<file path="src/rtl/zero_window_arbiter.sv">
// Round-robin arbiter feeding one serial zero-count engine.
// A granted window is scanned one sample per clock, then reported.
module zero_window_arbiter #(
    parameter  int NREQ   = 4,
    parameter  int WIN    = 3,
    parameter  int THRESH = 2,
    localparam int CW     = $clog2(WIN + 1),
    localparam int IDW    = $clog2(NREQ),
    localparam int IW     = $clog2(WIN)
) (
    input  logic                  clk,
    input  logic                  rst,
    input  logic [NREQ-1:0]       req,
    input  logic [NREQ*WIN-1:0]   win_data,
    output logic [NREQ-1:0]       gnt,
    output logic                  busy,
    output logic                  res_valid,
    output logic [IDW-1:0]        res_id,
    output logic [CW-1:0]         res_count,
    output logic                  res_detect,
    output logic [15:0]           det_cnt
);

    typedef enum logic [1:0] {
        IDLE   = 2'd0,
        SCAN   = 2'd1,
        REPORT = 2'd2
    } state_t;

    state_t          state_q, state_d;
    logic [WIN-1:0]  shadow_q, shadow_d;
    logic [IW-1:0]   idx_q, idx_d;
    logic [CW-1:0]   cnt_q, cnt_d;
    logic [IDW-1:0]  rr_q, rr_d;
    logic [IDW-1:0]  owner_q, owner_d;
    logic [NREQ-1:0] gnt_q, gnt_d;
    logic            rv_q, rv_d;
    logic [IDW-1:0]  rid_q, rid_d;
    logic [CW-1:0]   rcnt_q, rcnt_d;
    logic            rdet_q, rdet_d;
    logic [15:0]     det_q, det_d;

    logic            found;
    logic [IDW-1:0]  pick;

    // First requester at or after the pointer, wrapping around.
    always_comb begin
        found = 1'b0;
        pick  = '0;
        for (int k = 0; k < NREQ; k++) begin
            int j;
            j = int'(rr_q) + k;
            if (j >= NREQ) j = j - NREQ;
            if (!found && req[j]) begin
                found = 1'b1;
                pick  = IDW'(j);
            end
        end
    end

    always_comb begin
        state_d  = state_q;
        shadow_d = shadow_q;
        idx_d    = idx_q;
        cnt_d    = cnt_q;
        rr_d     = rr_q;
        owner_d  = owner_q;
        gnt_d    = '0;
        rv_d     = 1'b0;
        rid_d    = rid_q;
        rcnt_d   = rcnt_q;
        rdet_d   = rdet_q;
        det_d    = det_q;
        unique case (state_q)
            IDLE: begin
                if (found) begin
                    gnt_d    = NREQ'(1) << pick;
                    shadow_d = win_data[int'(pick)*WIN +: WIN];
                    owner_d  = pick;
                    rr_d     = (pick == IDW'(NREQ - 1)) ? '0 : pick + IDW'(1);
                    cnt_d    = '0;
                    idx_d    = '0;
                    state_d  = SCAN;
                end
            end
            SCAN: begin
                if (!shadow_q[idx_q]) cnt_d = cnt_q + CW'(1);
                idx_d = idx_q + IW'(1);
                if (idx_q == IW'(WIN - 1)) state_d = REPORT;
            end
            REPORT: begin
                rv_d   = 1'b1;
                rid_d  = owner_q;
                rcnt_d = cnt_q;
                rdet_d = (cnt_q >= CW'(THRESH));
                if (rdet_d && det_q != 16'hFFFF) det_d = det_q + 16'd1;
                state_d = IDLE;
            end
            default: state_d = IDLE;
        endcase
    end

    always_ff @(posedge clk or posedge rst) begin
        if (rst) begin
            state_q  <= IDLE;
            shadow_q <= '0;
            idx_q    <= '0;
            cnt_q    <= '0;
            rr_q     <= '0;
            owner_q  <= '0;
            gnt_q    <= '0;
            rv_q     <= 1'b0;
            rid_q    <= '0;
            rcnt_q   <= '0;
            rdet_q   <= 1'b0;
            det_q    <= '0;
        end else begin
            state_q  <= state_d;
            shadow_q <= shadow_d;
            idx_q    <= idx_d;
            cnt_q    <= cnt_d;
            rr_q     <= rr_d;
            owner_q  <= owner_d;
            gnt_q    <= gnt_d;
            rv_q     <= rv_d;
            rid_q    <= rid_d;
            rcnt_q   <= rcnt_d;
            rdet_q   <= rdet_d;
            det_q    <= det_d;
        end
    end

    assign gnt        = gnt_q;
    assign busy       = (state_q != IDLE);
    assign res_valid  = rv_q;
    assign res_id     = rid_q;
    assign res_count  = rcnt_q;
    assign res_detect = rdet_q;
    assign det_cnt    = det_q;

endmodule

</file>
<file path="config.mk">
export PLATFORM = sky130hd
export DESIGN_NAME = zero_window_arbiter
export DESIGN_NICKNAME = d
export VERILOG_FILES = /design/src/rtl/zero_window_arbiter.sv
export SDC_FILE = /design/constraint.sdc
export NUM_CORES = 1
export LEC_CHECK = 0
export CORE_MARGIN = 3
export CORE_UTILIZATION = 40
export DETAILED_ROUTE_END_ITERATION = 16
export PLACE_DENSITY = 0.69
export SYNTH_ARGS = -nofsm -noshare
export SYNTH_HDL_FRONTEND = slang
export SYNTH_SLANG_ARGS = --single-unit
</file>
<file path="constraint.sdc">
create_clock -name clk -period 2.7 [get_ports clk]
set_input_delay 0.81 -clock clk [delete_from_list [all_inputs] [get_ports clk]]
set_output_delay 0.81 -clock clk [all_outputs]
set_load 0.1 [all_outputs]
</file>
==> flow_summary.toml <==
[outcome]
status = "finished clean"

[synthesis]
synth_nets = 197
synth-seq-cells = 39
ys.flop_type = "dfrtp_1"
synth_area_mm2 = 0.001899
ys_seq_area_share_pct = 51.38
synth_edf_count = 0
ys_warn_count = 0
syn_area_per_cell_um2 = 11.04
syn_inst = 172
synth.distinct_cells = 42
async_flop_share_pct = 100.0

[power_and_ir_drop]
power_leakage_nw = 1.141
power_frac_seq_pct = 34.4
p_clk_share_pct = 16.7
p_int_mw = 1.318
switching_power_mw = 1.217
combPwrFrac_pct = 49.0
peakVddDrop_mv = 0.4433
netSwitchingFraction_pct = 48.00
power_density_mw_per_mm2 = 1040

[drt]
drtAntennaViolNets = 0
routed_wirelength_um = 3493
vias = 1406
drcViolationCount = 0
drt_iter0_markers = 55
via_per_inst = 5.113
routedWlPerCell_um = 12.70
dr.pass1.iters = 4

[layout]
utilization_pct = 54.50
final_common_cell = "dfrtp_1"
final_cell_mix = "dfrtp_1 (39), buf_4 (30), clkdlybuf4s50_1 (17)"
antennaDiodeCount = 0
drive_gt1_share_pct = 23.77
fillers = 410
area_delta_synth_final_pct = 28.39
final_nets = 247

[sta]
fin_crit_sh_pct = 83.80
setup_viol = 0
setup_tns_ns = 0
fmax_mhz = 442.0
min_period_ns = 2.262
tightest_slew_ns = 0.4835
rsz0062_at_grt = "no"
finalHoldViolCount = 0
slew_violations = 0
slew_headroom_pct = 67.77
fin_skew_ns = 0.003561

[global_route]
antenna_found_initial = 0
grt_pass1_wl_um = 5906
grtUsageMet1_pct = 16.53
grt_max_degree = 40
grt_pass1_vias = 1363
grt-busiest-layer = "met2"
grt_util_met3_pct = 4.272
grt_remaining_overflow = 0
grtUsageTotal_pct = 13.71
grtUsageMet2_pct = 23.11

[clocking]
cts_resized = 0
postCtsSetupBuffers = 0
clock-sinks = 39
clkTransAtPathRegs_ns = 0.07
ctsHtreeMaxLevel = 2
clk_latency_ns = 0.28
cts_made_buffers = 5
clockRootBuffer = "clkbuf_8"
clock_path_buffers = 2
cts_hold_buf = 0
cts_tree = "done"

[setup_path]
crit_fanout = 6
end_kind = "flop"
cpPeakStageDelay_ns = 0.47
required_ns = 2.88
regToRegSetupSlack_ns = 0.87
cp.arrival_ns = 2.44
worst-path-buf-inv = 2
worst_path_max_delay_cell = "clkdlybuf4s50_1"
criticalPathCategory = "in2reg"
cpLargestDelayFamily = "compound AO/OA/AOI/OAI gates"
cp-start-kind = "input port"
path_cells = "clkdlybuf4s50_1 > a21boi_0 > o22ai_2 > nor2_2 > inv_4 > mux2i_1 > o311ai_1"

[worst_hold_path]
min_path_type = "reg2reg"

[die]
die_x_um = 74.91
die-area_mm2 = 0.005611
fp.dieH_um = 74.91
fp-row-count = 24
coreArea_mm2 = 0.004474
ios = 45
start_util_pct = 42.45

[place]
numPortBuffers = 44
hpwlAfterDp_um = 2641
gp_congestion = 0.7485

[run]
maxCapViolations = 0
-- synth_stat cells, types with 3 or more instances --
master    count  share of area [%]
dfrtp_1      39                 51
nand2_1      13                2.6
nand3_1      13                3.4
o21ai_0      11                2.9
xnor2_1      11                5.1
inv_1         9                1.8
ha_1          7                4.6
mux2_2        5                3.0
mux2i_1       5                2.6
nor2_1        5               0.99
a21oi_1       4                1.1
and2_1        4                1.3
nand4_1       4                1.3
a211o_1       3                1.4
o311ai_1      3                1.4
xor2_1        3                1.4
-- metrics by stage --
step / setup slack [ns] / total power [mW] / area [um^2] / hold slack [ns] / instances
floorplan: 0.3230 / 1.869 / 1899 / 0.4444 / 172
global placement: 0.1798 / 2.123 / 2338 / 0.4724 / 267
detailed placement: 0.1217 / 2.143 / 2338 / 0.4731 / 267
CTS: 0.4243 / 2.569 / 2439 / 0.4893 / 275
global route: 0.2578 / 2.711 / 2439 / 0.5084 / 275
finish: 0.4375 / 2.535 / 2439 / 0.4852 / 275
-- power by group through the flow --
| stage | clock (mW) | sequential [mW] | combinational, mW |
|---|---|---|---|
| after global placement | 0 | 0.880 | 1.24 |
| after global routing | 0.461 | 0.896 | 1.35 |
| final | 0.422 | 0.871 | 1.24 |
| after floorplan | 0 | 1.35 | 0.517 |
| after CTS | 0.436 | 0.874 | 1.26 |
| after detailed placement | 0 | 0.884 | 1.26 |
-- sequential cells by signal, summed over array words and instances (netlist names) --
| name | cells |
|---|---|
| gnt | 4 |
| owner_q | 2 |
| idx_q | 2 |
| rr_q | 2 |
| res_detect | 1 |
| det_cnt | 16 |
| shadow_q | 3 |
| state_q | 2 |
| res_id | 2 |
| res_count | 2 |
| cnt_q | 2 |
| res_valid | 1 |
-- logic make-up after synthesis --
kind of cell / synth area share (%)
simple gates: 18.12
flops: 51.38
compound gates: 10.61
xor+xnor: 6.456
buf+inv: 3.228
mux: 5.599
fa+ha+maj: 4.611
-- worst reg2reg max path, stage by stage, from the launching register on --
cell     delay (ns)
dfrtp_1        0.44
ha_1           0.25
nand3_1        0.23
nor3_1         0.11
nor4b_2        0.39
nand4_1        0.17
xnor2_1        0.14
-- per-layer routing --
| metal | vias to the layer above | wire length [um] |
|---|---|---|
| met5 | - | 0 |
| met4 | 0 | 44 |
| met3 | 6 | 187 |
| met2 | 39 | 1648 |
| met1 | 651 | 1611 |
| li1 | 710 | - |
-- worst paths after layout --
check,start,endpoint,cells past startpoint
setup / recovery,req[0],shadow_q[0],7
hold / removal,owner_q[1],owner_q[1],2
setup reg to reg,det_cnt[0],det_cnt[11],6
hold reg to reg,owner_q[1],owner_q[1],2
max in group asynchronous,rst,res_id[0],3
min in group asynchronous,rst,det_cnt[8],3
-- cell type report --
cell class | instances | area (um^2) | share of cell area (%)
sequential | 39 | 975.9 | 40.02
multi-input combinational | 119 | 862.1 | 35.35
timing repair buffer | 47 | 395.4 | 16.21
clock buffer | 8 | 100.1 | 4.105
tap | 52 | 65.06 | 2.668
inverter | 10 | 40.04 | 1.642
Note: power is estimated with default switching activity, not from simulation.
